<file path="src/rtl/bird_motion_ctrl.sv">
// bird_motion_ctrl: per-frame vertical physics and game-state FSM for the player sprite.
// Fixed-point position/velocity with gravity, edge-detected flap, terminal velocity and
// ceiling/ground clamping. Optional macro BIRD_CEILING_KILL_EN turns a ceiling clamp
// in FLYING into a transition to DYING.
module bird_motion_ctrl #(
    parameter int unsigned FRAC_BITS   = 4,
    parameter int unsigned X_POS       = 160,
    parameter int unsigned Y_START     = 240,
    parameter int unsigned SIZE        = 4,
    parameter int unsigned GROUND_Y    = 400,
    parameter int unsigned GRAV        = 6,
    parameter int unsigned FLAP_VEL    = 72,
    parameter int unsigned MAX_FALL    = 128,
    parameter logic [7:0]  FLAP_KEY    = 8'h2C,
    parameter logic [7:0]  RESTART_KEY = 8'h15
) (
    input  logic       frame_clk,
    input  logic       Reset,
    input  logic [7:0] keycode,
    input  logic       collision,
    output logic [9:0] BirdX,
    output logic [9:0] BirdY,
    output logic [9:0] BirdS,
    output logic [1:0] state,
    output logic       dead,
    output logic [7:0] flap_count
);

    localparam int unsigned PW = 10 + FRAC_BITS;   // position width (unsigned)
    localparam int unsigned VW = 11 + FRAC_BITS;   // velocity width (signed, +down)
    localparam int unsigned SW = PW + 2;           // signed width for pos + vel

    localparam logic        [PW-1:0] P_START = PW'(Y_START << FRAC_BITS);
    localparam logic        [PW-1:0] P_CEIL  = PW'(SIZE << FRAC_BITS);
    localparam logic        [PW-1:0] P_GND   = PW'((GROUND_Y - SIZE) << FRAC_BITS);
    localparam logic signed [SW-1:0] S_CEIL  = SW'(SIZE << FRAC_BITS);
    localparam logic signed [SW-1:0] S_GND   = SW'((GROUND_Y - SIZE) << FRAC_BITS);
    localparam logic signed [VW-1:0] V_FLAP  = VW'(0) - VW'(FLAP_VEL);
    localparam logic signed [VW-1:0] V_GRAV  = VW'(GRAV);
    localparam logic signed [VW-1:0] V_MAX   = VW'(MAX_FALL);

    typedef enum logic [1:0] {
        ST_IDLE     = 2'd0,
        ST_FLYING   = 2'd1,
        ST_DYING    = 2'd2,
        ST_GROUNDED = 2'd3
    } state_t;

    state_t                 state_q;
    state_t                 state_nxt;
    logic        [PW-1:0]   pos_q;
    logic        [PW-1:0]   pos_nxt;
    logic signed [VW-1:0]   vel_q;
    logic signed [VW-1:0]   vel_nxt;
    logic        [7:0]      prev_key_q;
    logic        [7:0]      flap_cnt_q;
    logic        [7:0]      flap_cnt_nxt;
    logic                   dead_q;
    logic                   dead_nxt;
    logic        [9:0]      bird_x_q;
    logic        [9:0]      bird_s_q;

    logic                   flap_evt;
    logic                   restart_evt;
    logic                   use_flap;
    logic signed [VW-1:0]   v_inc;
    logic signed [VW-1:0]   v_grav;
    logic signed [VW-1:0]   v_step;
    logic signed [SW-1:0]   pos_sum;
    logic                   hit_ceil;
    logic                   hit_gnd;

    // Key press edges and the candidate physics step for this frame.
    always_comb begin
        flap_evt    = (keycode == FLAP_KEY) && (prev_key_q != FLAP_KEY);
        restart_evt = (keycode == RESTART_KEY) && (prev_key_q != RESTART_KEY);
        // Collision outranks a flap in FLYING; DYING and GROUNDED never flap.
        use_flap    = flap_evt && ((state_q == ST_IDLE) ||
                                   ((state_q == ST_FLYING) && !collision));
        v_inc       = vel_q + V_GRAV;
        v_grav      = (v_inc > V_MAX) ? V_MAX : v_inc;
        v_step      = use_flap ? V_FLAP : v_grav;
        pos_sum     = $signed({2'b00, pos_q}) + $signed({{(SW-VW){v_step[VW-1]}}, v_step});
        hit_ceil    = (pos_sum < S_CEIL);
        hit_gnd     = (pos_sum >= S_GND);
    end

    // Game-state register.
    always_ff @(posedge frame_clk) begin
        if (Reset) begin
            state_q <= ST_IDLE;
        end else begin
            state_q <= state_nxt;
        end
    end

    // Next-state logic; ground contact wins over collision and ceiling.
    always_comb begin
        state_nxt = state_q;
        unique case (state_q)
            ST_IDLE: begin
                if (flap_evt) state_nxt = ST_FLYING;
            end
            ST_FLYING: begin
                if (hit_gnd) begin
                    state_nxt = ST_GROUNDED;
                end else if (collision) begin
                    state_nxt = ST_DYING;
                end
`ifdef BIRD_CEILING_KILL_EN
                else if (hit_ceil) begin
                    state_nxt = ST_DYING;
                end
`endif
            end
            ST_DYING: begin
                if (hit_gnd) state_nxt = ST_GROUNDED;
            end
            ST_GROUNDED: begin
                if (restart_evt) state_nxt = ST_IDLE;
            end
        endcase
    end

    // Next values of position, velocity, flap counter and dead flag.
    always_comb begin
        pos_nxt      = pos_q;
        vel_nxt      = vel_q;
        flap_cnt_nxt = flap_cnt_q;
        dead_nxt     = (state_nxt == ST_DYING) || (state_nxt == ST_GROUNDED);
        unique case (state_q)
            ST_IDLE: begin
                if (flap_evt) begin
                    vel_nxt      = V_FLAP;
                    pos_nxt      = PW'(pos_sum);
                    flap_cnt_nxt = 8'd1;
                end
            end
            ST_FLYING, ST_DYING: begin
                vel_nxt = v_step;
                pos_nxt = PW'(pos_sum);
                if (hit_ceil) begin
                    pos_nxt = P_CEIL;
                    vel_nxt = '0;
                end else if (hit_gnd) begin
                    pos_nxt = P_GND;
                    vel_nxt = '0;
                end
                if (use_flap && (flap_cnt_q != 8'hFF)) begin
                    flap_cnt_nxt = flap_cnt_q + 8'd1;
                end
            end
            ST_GROUNDED: begin
                if (restart_evt) begin
                    pos_nxt      = P_START;
                    vel_nxt      = '0;
                    flap_cnt_nxt = 8'd0;
                end
            end
        endcase
    end

    // Datapath and output registers.
    always_ff @(posedge frame_clk) begin
        if (Reset) begin
            pos_q      <= P_START;
            vel_q      <= '0;
            prev_key_q <= 8'd0;
            flap_cnt_q <= 8'd0;
            dead_q     <= 1'b0;
        end else begin
            pos_q      <= pos_nxt;
            vel_q      <= vel_nxt;
            prev_key_q <= keycode;
            flap_cnt_q <= flap_cnt_nxt;
            dead_q     <= dead_nxt;
        end
    end

    // Constant sprite geometry, reloaded every frame.
    always_ff @(posedge frame_clk) begin
        bird_x_q <= 10'(X_POS);
        bird_s_q <= 10'(SIZE);
    end

    assign BirdX      = bird_x_q;
    assign BirdS      = bird_s_q;
    assign BirdY      = pos_q[PW-1:FRAC_BITS];
    assign state      = state_q;
    assign dead       = dead_q;
    assign flap_count = flap_cnt_q;

endmodule

</file>
<file path="config.mk">
export PLATFORM = sky130hd
export DESIGN_NAME = bird_motion_ctrl
export DESIGN_NICKNAME = d
export VERILOG_FILES = /design/src/rtl/bird_motion_ctrl.sv
export SDC_FILE = /design/constraint.sdc
export NUM_CORES = 1
export LEC_CHECK = 0
export CAP_MARGIN = 20
export CORE_MARGIN = 8
export CORE_UTILIZATION = 42
export DETAILED_ROUTE_END_ITERATION = 16
export GPL_ROUTABILITY_DRIVEN = 1
export PLACE_DENSITY = 0.67
export SYNTH_ARGS = -nofsm -noshare
export SYNTH_HDL_FRONTEND = slang
export SYNTH_SLANG_ARGS = --single-unit
</file>
<file path="constraint.sdc">
create_clock -name frame_clk -period 4.6 [get_ports frame_clk]
set_input_delay 0.46 -clock frame_clk [delete_from_list [all_inputs] [get_ports frame_clk]]
set_output_delay 0.46 -clock frame_clk [all_outputs]
set_load 0.02 [all_outputs]
</file>
# Word level (Yosys, flattened, before mapping)
# Cells that the tools add are included.
[word_totals]
rom_bits = 0
ff_bits = 48
latch_bits = 0
memories = 0
elab_cells = 59
input_bits = 11
output_inout_bits = 41
mem_bits_rw = 0
[classes]
n_addsub = 3
n_bitwise = 0
order_cmp = 3
n_mux = 22
mul = 0
shift = 0
n_eq_ne = 13
n_reduce_logical = 12
div_mod_pow = 0
[op_table]
columns = ["op", "n"]
rows = [
  ["15-bit 2-to-1 mux", 6],
  ["14-bit 2-to-1 mux", 4],
  ["15-bit one-hot mux with 3 select lines", 1],
  ["14-bit one-hot mux with 3 select lines", 1],
  ["8-bit 2-to-1 mux", 3],
  ["8-bit one-hot mux with 3 select lines", 1],
  ["15-bit by 15-bit adder with 16-bit output", 1],
  ["16-bit by 14-bit greater-or-equal comparator with 1-bit output (second input constant)", 1],
  ["16-bit by 8-bit less-than comparator with 1-bit output (second input constant)", 1],
  ["15-bit by 4-bit adder with 15-bit output (second input constant)", 1],
  ["15-bit by 9-bit > comparator with 1-bit output (second input constant)", 1],
  ["2-bit 2-to-1 mux", 5],
  ["8-bit by 1-bit adder with 8-bit output (second input constant)", 1],
  ["2-bit == test (second input constant)", 4],
  ["8-bit by 5-bit == test with 1-bit output (second input constant)", 1],
  ["8-bit by 6-bit == test with 1-bit output (second input constant)", 1],
  ["8-bit by 5-bit inequality test with 1-bit output (second input constant)", 1],
  ["8-bit by 6-bit inequality test with 1-bit output (second input constant)", 1],
  ["8-bit inequality test (second input constant)", 1],
  ["2-bit one-hot mux with 4 select lines", 1],
  ["2-bit inequality test (second input constant)", 3],
  ["1-bit logical AND", 5],
  ["3-bit AND reduction", 1],
  ["2-bit by 1-bit == test with 1-bit output (second input constant)", 1],
  ["5 further kinds", 6],
]

# Logic depth before layout (Yosys ltp)
# Gate-level depths: netlist (run 1).
[depth]
word_depth = 11
depth_mapped = 21
mapped_depth_nobuf = 20

# Least setup slack after synthesis (run 1)
# No wires, ideal clock.
[synth_path]
kind = "reg2reg"
from = "reg vel_q[1]"
to = "reg pos_q[7]"
arrival_time_ns = 4.445
period_less_slack_ns = 4.578
path_buffers = 1
required_ns = 4.467
slack_ns = 0.022
stages_incl_launch_ff = 21
path_cell_list = "dfxtp_1 > inv_1 > ha_1 > nor2b_1 > and3_1 > mux2i_1 > a31o_2 > a41oi_1 > nand2b_1 > o21ba_2 > ha_1 > clkbuf_1 > a21o_1 > a31o_2 > or2_2 > o221ai_1 > nand3_1 > or3_1 > o311a_1 > o21ai_0 > a21oi_1"
[synth_between]
elab_chain_cells = 9
[synth_lines]
columns = ["item", "line", "source"]
rows = [
  ["start, declared", "53", "logic signed [VW-1:0] vel_q;"],
  ["start signal, assigned", "173", "vel_q <= vel_nxt;"],
  ["15-bit by 4-bit adder with 15-bit output *", "80", "v_inc = vel_q + V_GRAV;"],
  ["15-bit by 9-bit > comparator with 1-bit output", "81", "v_grav = (v_inc > V_MAX) ? V_MAX : v_inc;"],
  ["15-bit 2-to-1 mux *", "81", ""],
  ["15-bit 2-to-1 mux *", "82", "v_step = use_flap ? V_FLAP : v_grav;"],
  ["15-bit by 15-bit adder with 16-bit output *", "83", "pos_sum = $signed({2'b00, pos_q}) + $signed({{(SW-VW){v_step[VW-1]}}, v_step});"],
  ["16-bit by 14-bit greater-or-equal comparator with 1-bit output", "85", "hit_gnd = (pos_sum >= S_GND);"],
  ["14-bit 2-to-1 mux", "145", "end else if (hit_gnd) begin"],
  ["14-bit 2-to-1 mux", "142", "if (hit_ceil) begin"],
  ["14-bit one-hot mux with 3 select lines *", "131", "unique case (state_q)"],
  ["end signal, assigned", "172", "pos_q <= pos_nxt;"],
  ["end, declared", "51", "logic [PW-1:0] pos_q;"],
]
# Every way passes the cells marked *; elsewhere a longest branch is shown, timed or not. The select of a mux whose other input is x is not followed.
# A chain may end at the register's enable or synchronous reset.

# Worst setup path in the final report (run 1)
[layout_path]
from = "reg vel_q[3]"
to = "reg pos_q[0]"
# The elaborated chain is that of the path after synthesis.

==> out/results.tsv, run 1 <==
metric	value	unit
slowest_stage	dfxtp_1	
path_clk_slew	0.09	ns
fmax	229	MHz
hp-class	reg -> reg	
power_density	183	nW/µm²
final_common_cell	buf_4	
grt_first_pass_wirelength	16.3	mm
boundaryPins	52	
die_h	108	µm
grt-ovfl-total	0	
synthFlopType	dfxtp_1	
ctsHtreeMaxLevel	2	
p_leak	1.96	nW
nNetsFinal	565	
wl_per_cell	15.7	µm
final_cell_mix	66 x buf_4, 43 x nor2_1, 42 x dfxtp_1	
worstSkewPairLatency	0.32	ns
critPathMaxFanout	6	
synth_edf_count	0	
synth.distinct_cells	60	
diodes	0	
setup_violations	0	
ant_nets	0	
crit_path_cell_trace	o2111ai_4, buf_6, nor4_4, xor2_1, a41oi_2, nand2b_4, o21ba_2, ha_1, a21o_1, a31o_4, nand3_1, o211ai_1, o211ai_1, nand4_4, nor4_4, o31ai_2, buf_4, nor3_2	
finalHoldViolCount	0	
post-route-period-util	94.8	%
synth_area_per_cell	7.73	µm²
hpwl	7.46	mm
slew_headroom	49.9	%
antenna_found_initial	0	
period_minus_slack	4.36	ns
grt_max_degree	33	
synthCells	462	
cp-start-kind	register	
cts.sinks	47	
arrival	4.60	ns
status	finished clean	
worst_pin_slew	0.746	ns
drc	0	
cts_tree	yes	
grt_pass1_vias	3408	
fin_area	4590	µm²
worstSetupPathType	reg -> reg	
dr.first_iter.drc_count	148	
via_count	3584	
ys_async_sr_fraction	0	%
cts.path.max_buffers	2	
cts_buffers	5	
firstDrtPassIters	5	
end_kind	register	
design.core.area	8220	µm²
ys_ff_latch	47	
area_delta_synth_final	28.4	%
ys_seq_area_share	26.3	%
routed_wl	9.99	mm
start_util	43.5	%
slowest_delay	0.44	ns
root_buffer	clkbuf_8	
hold_buffers	0	
r2r_slack	0.24	ns
peakVddDrop	0.131	mV
fin_skew	0.00854	ns
ys_warn_count	0	
placed_area	4180	µm²
die_width	108	µm
viasPerCell	5.62	
netlist_area	3570	µm²
rows	33	
drive_gt1_share	24.2	%
slew_viol_final	0	
timing.setup.tns	0	ns
grt_usage	16.9	%
cp.required	4.84	ns
portBuffers	31	
place_congestion	0.918	
die_area	11700	µm²
drv_cap	0	
worst paths after layout:
| kind | endpoint | start | cells past startpoint |
|---|---|---|---|
| setup / recovery | pos_q[0]$_SDFFE_PP0P_ | vel_q[3]$_SDFFE_PP0P_ | 18 |
| hold / removal | vel_q[0]$_SDFFE_PP0P_ | vel_q[0]$_SDFFE_PP0P_ | 2 |
| setup reg to reg | pos_q[0]$_SDFFE_PP0P_ | vel_q[3]$_SDFFE_PP0P_ | 18 |
| hold reg to reg | vel_q[0]$_SDFFE_PP0P_ | vel_q[0]$_SDFFE_PP0P_ | 2 |
kinds of logic (layout without fill, tap and decap cells):
logic type	after synthesis	in the layout	synth area share, %
simple gates	168	168	25.2
compound gates	135	135	24.1
buf+inv	63	116	10.1
flops	47	47	26.3
xor+xnor	24	24	5.88
fa+ha+maj	22	22	7.91
other cells	2	20	0.210
mux	1	1	0.280
synthesized netlist by cell type (2+ instances only):
| master | count | area share (%) |
|---|---|---|
| nand3_1 | 16 | 2.2 |
| conb_1 | 2 | 0.21 |
| nor4bb_1 | 2 | 0.56 |
| a211oi_1 | 11 | 2.3 |
| o21ai_1 | 3 | 0.42 |
| and3_1 | 9 | 1.6 |
| o21ai_0 | 37 | 5.2 |
| or3_1 | 5 | 0.88 |
| buf_4 | 31 | 6.5 |
| o31ai_1 | 3 | 0.63 |
| a31o_2 | 2 | 0.49 |
| o211a_1 | 2 | 0.56 |
| a21oi_1 | 39 | 5.5 |
| dfxtp_1 | 47 | 26 |
| a31oi_1 | 5 | 0.88 |
| ha_1 | 21 | 7.4 |
| inv_1 | 10 | 1.1 |
| xnor2_1 | 11 | 2.7 |
| o311ai_1 | 3 | 0.74 |
| nor4b_1 | 2 | 0.49 |
| o31ai_2 | 2 | 0.70 |
| and2_1 | 5 | 0.88 |
| clkbuf_1 | 19 | 2.0 |
| nor4_4 | 2 | 1.2 |
| or4bb_1 | 2 | 0.63 |
| or2_2 | 2 | 0.35 |
| nor2b_1 | 11 | 1.9 |
| o211ai_1 | 6 | 1.3 |
| nand2b_1 | 2 | 0.35 |
| a21o_1 | 9 | 1.9 |
| or3b_2 | 5 | 1.2 |
| o2111ai_1 | 2 | 0.49 |
| o31a_1 | 2 | 0.49 |
| nand2_1 | 36 | 3.8 |
| nor3_1 | 9 | 1.3 |
| nand4_1 | 5 | 0.88 |
| xor2_1 | 13 | 3.2 |
| nor4_1 | 3 | 0.53 |
| nor2_1 | 45 | 4.7 |
routing by layer:
metal / vias up / routed length, µm / global-route usage [%] / part of all wire, %
li1: 1746 / - / - / -
met1: 1706 / 4410 / 21.0 / 44
met2: 113 / 4900 / 29.2 / 49
met3: 19 / 494 / 2.56 / 4.9
met5: - / 0 / 0 / 0
met4: 0 / 187 / 5.55 / 1.9
flip-flops by register name, summed over array words and instances (netlist names):
name / cells
vel_q: 15
pos_q: 14
flap_count: 8
prev_key_q: 8
state: 2
per-stage QoR:
step | setup WS [ns] | util, % | hold WS [ns] | cells | total power, mW
global route | -0.0373 | 55.9 | 0.515 | 638 | 0.869
finish | 0.240 | 55.9 | 0.477 | 638 | 0.839
CTS | 0.0139 | 52.8 | 0.467 | 628 | 0.837
detailed placement | -0.195 | 50.9 | 0.451 | 619 | 0.513
floorplan | 0.0221 | - | 0.435 | 480 | 0.493
global placement | -0.154 | 50.9 | 0.461 | 619 | 0.510
where the power goes:
group | leakage (nW) | switching (mW) | total (mW) | internal, mW
sequential | 0.384 | 0.00374 | 0.415 | 0.411
clock | 0.0587 | 0.161 | 0.327 | 0.165
combinational | 1.52 | 0.0570 | 0.0977 | 0.0407
worst max-delay path, delay by kind of cell (launching register included):
family / cells / cell delay [ns]
AND/OR/NAND/NOR: 6 / 1.36
adder cells (fa/ha/maj): 1 / 0.29
XOR/XNOR: 1 / 0.12
flip-flops: 1 / 0.44
AO/OA/AOI/OAI: 8 / 1.72
buffers and inverters: 2 / 0.36
cell type report:
type	instances	area [µm²]
clock buffer	5	68.8
clock inverter	3	47.5
fill	764	3630
inverter	10	37.5
multi-input combinational	370	2530
sequential	47	952
tap	105	131
timing repair buffer	98	817
repair_timing:
item | CTS | global route
setup buffers | 1 | 10
gates resized for setup | 8 | 41
pin swaps | 4 | 19
endpoints found under the setup margin | 28 | 31
Power figures use the tool's default switching activity.
==> run 2: changes to the inputs <==
- ABC_CLOCK_PERIOD_IN_PS: not set -> 4600
==> results of run 2 <==
Final layout, timing and power as in run 1 (identical DEF).
==> run 3: changes to the inputs <==
- ABC_AREA: not set -> 1
- PLACE_DENSITY: 0.67 -> 0.66
==> run 3 against run 2 <==
Net effect:
- critical path depth increased by 12
- sequential share of layout area up 1.7 points
- critical endpoint is now vel_q[14]$_SDFFE_PP0P_
- die area increased by 4.5%
- core utilization shrank 7.6 points
- total power rose to 2.8 times the previous value
- routed wire length is 0.54% higher
- cell count is 13% higher
- synthesized cell count up 27%
- clock skew is essentially flat
- critical path type unchanged
- highest routed layer unchanged
- setup slack better by 0.15 ns
==> out/results.tsv, run 3 <==
metric	value	unit	change
status	finished clean		
cp_top_family	simple AND/OR/NAND/NOR gates		
cp-start-kind	register		
critPathMaxFanout	13		+7
finalHoldViolCount	0		unchanged
cts.path.max_buffers	2		unchanged
slowest_stage	dfxtp_2		
hold_depth	2		unchanged
crit_cells	30		+12
grt_usage	15.9	%	-1.0 points
synth_top_cells_by_area	dfxtp_1 25%, nand2_1 15%, inv_1 7.4%, ha_1 7.0%, nand3_1 6.8%		
p_int	1.14	mW	+84%
place_congestion	0.943		+2.7%
synth.distinct_cells	39		-35%
fmax	238	MHz	+3.7%
largest_reg_flops	15		unchanged
crit_start	vel_q[1]$_SDFFE_PP0P_		
yosys-mux-area-fraction	0	%	-0.28 points
cpMostUsedCell	nand2_1		
netlist_area	3760	µm²	+5.3%
net-switching-power	1.18	mW	+430%
cts_tree	yes		
grt-ovfl-total	0		unchanged
antenna_found_initial	0		unchanged
hpwl	7.55	mm	+1.1%
cp.required	4.84	ns	about the same
synthFlopType	dfxtp_1		
worst_pin_slew	0.905	ns	+0.159 ns
ctsHtreeMaxLevel	2		unchanged
grt_first_pass_wirelength	16.8	mm	+2.9%
ys_warn_count	0		unchanged
slew_headroom	39.5	%	-10 points
r2r-start	vel_q[1]$_SDFFE_PP0P_		
synth-simple-area-share	36.3	%	+11 points
drv_cap	0		unchanged
worstSkewPairLatency	0.31	ns	about the same
synth_edf_count	0		unchanged
cp_num_buf_inv	3		+1
path_clk_slew	0.09	ns	about the same
synth_top_area_share	25.0	%	-1.3 points
final_cell_mix	146 x nand2_1, 74 x inv_1, 51 x nand3_1		
die_width	111	µm	+2.2%
grt_max_degree	29		-12%
synth.largest_area_cell	dfxtp_1		
via_count	3704		+3.3%
power_density	550	nW/µm²	+200%
routed_wl	10.0	mm	+0.54%
synth_top_family_by_area	simple AND/OR/NAND/NOR gates		
dr.first_iter.drc_count	227		+53%
regMostFlops	vel_q		
clkPwrFrac	11.6	%	-27 points
seqPwrFrac	24.5	%	-25 points
die_area	12200	µm²	+4.5%
arrival	4.45	ns	-0.15 ns
portBuffers	31		unchanged
worstSetupPathType	reg -> reg		
cts.sinks	47		unchanged
firstDrtPassIters	5		unchanged
synthAdderAreaFrac	7.51	%	-0.40 points
boundaryPins	52		unchanged
rows	34		+3.0%
die_h	111	µm	+2.2%
post-route-period-util	91.4	%	-3.4 points
hp-class	reg -> reg		
power_frac_comb	63.9	%	+52 points
grt_pass1_vias	3500		+2.7%
p_sw_share	50.9	%	+24 points
synth_most_common_cell	nand2_1		
wl_per_cell	13.9	µm	-11%
reg.largest.list	vel_q x15, pos_q x14		
period_minus_slack	4.21	ns	-0.154 ns
final_common_cell	nand2_1		
slowest_delay	0.38	ns	-0.06 ns
ant_nets	0		unchanged
start_util	43.2	%	-0.33 points
ys_async_sr_fraction	0	%	unchanged
ys_seq_area_share	25.0	%	-1.3 points
drive_gt1_share	8.65	%	-16 points
synthCells	587		+27%
place_ws	0.258	ns	+0.453 ns
nNetsFinal	645		+14%
fin_skew	0.00883	ns	+0.000291 ns
synthXorXnorAreaFrac	3.69	%	-2.2 points
root_buffer	clkbuf_8		
diodes	0		unchanged
area_delta_synth_final	11.7	%	
setup_violations	0		unchanged
viasPerCell	5.14		-8.5%
r2r_cells	30		+12
setup_slack	0.395	ns	+0.154 ns
synth-compound-area-share	12.2	%	-12 points
end_kind	register		
peakVddDrop	0.235	mV	+79%
ys_ff_latch	47		unchanged
slew_viol_final	0		unchanged
synth_area_per_cell	6.41	µm²	-17%
ys_top_cells_by_count	147 x nand2_1, 74 x inv_1, 51 x nand3_1		
hp-start	pos_q[2]$_SDFFE_PP0P_		
cts_buffers	5		unchanged
design.core.area	8720	µm²	+6.1%
timing.setup.tns	0	ns	unchanged
p_leak	1.95	nW	-0.82%
drc	0		unchanged
-- run 3: routing by layer --
metal	wire, µm	vias to the layer above	global-route usage [%]	part of all wire, %
li1	-	1904	-	-
met1	4660	1678	20.2	46
met2	4720	117	27.2	47
met3	618	5	3.41	6.2
met4	50	0	2.25	0.50
met5	0	-	0	0
-- run 3: cells by family (layout without fill, tap and decap cells) --
family,Yosys count,in the layout
AOI/OAI and AO/OA,84,84
xor gates and xnor gates,15,15
adders and majority gates,22,22
buffers and inverters,119,127
DFF,47,47
other,2,20
and+or+nand+nor,298,298
-- run 3: path summary, 6_finish.rpt --
check,end,slack (ns)
worst max-delay path,vel_q[14]$_SDFFE_PP0P_,0.39
worst min-delay path,pos_q[2]$_SDFFE_PP0P_,0.48
worst max register to register,vel_q[14]$_SDFFE_PP0P_,0.39
worst min register to register,pos_q[2]$_SDFFE_PP0P_,0.48
-- run 3: metrics by stage --
stage	power [mW]	instance area [µm²]	cells	utilization, %	hold slack [ns]
after floorplan	1.62	3830	605	-	0.445
after global placement	1.89	4020	705	46.1	0.454
after detailed placement	1.90	4020	705	46.1	0.456
after CTS	2.17	4110	713	47.1	0.471
after global routing	2.52	4210	721	48.2	0.502
final	2.31	4210	721	48.2	0.479
-- run 3: power by group through the flow --
| stage | clock, mW | combinational [mW] | sequential (mW) |
|---|---|---|---|
| after floorplan | 0 | 1.05 | 0.563 |
| after global placement | 0 | 1.31 | 0.573 |
| after detailed placement | 0 | 1.32 | 0.574 |
| after CTS | 0.273 | 1.33 | 0.565 |
| after global routing | 0.287 | 1.65 | 0.578 |
| final | 0.267 | 1.48 | 0.566 |
-- run 3: final cells by class --
cell class / instances / area [µm²]
clock inverters: 2 / 16.3
multi-input cells: 439 / 2350
well taps: 108 / 135
clock buffers: 6 / 72.6
inverters: 77 / 289
repair buffers: 42 / 403
flip-flops and latches: 47 / 942
fillers: 907 / 4520
-- run 3: timing repair --
action                                  4_1_cts  5_1_grt
setup buffers                                 0        8
endpoints found under the setup margin        0       30
gates resized for setup                       0        8
endpoints found under the hold margin         0        0
hold buffers                                  0        0
-- run 3: worst register-to-register path: cells and delay by family, from the launching register on --
kind / cells / cell delay [ns]
buf+inv: 3 / 0.27
compound gates: 2 / 0.38
flops: 1 / 0.38
fa+ha+maj: 3 / 0.69
xor+xnor: 1 / 0.10
simple gates: 21 / 2.33
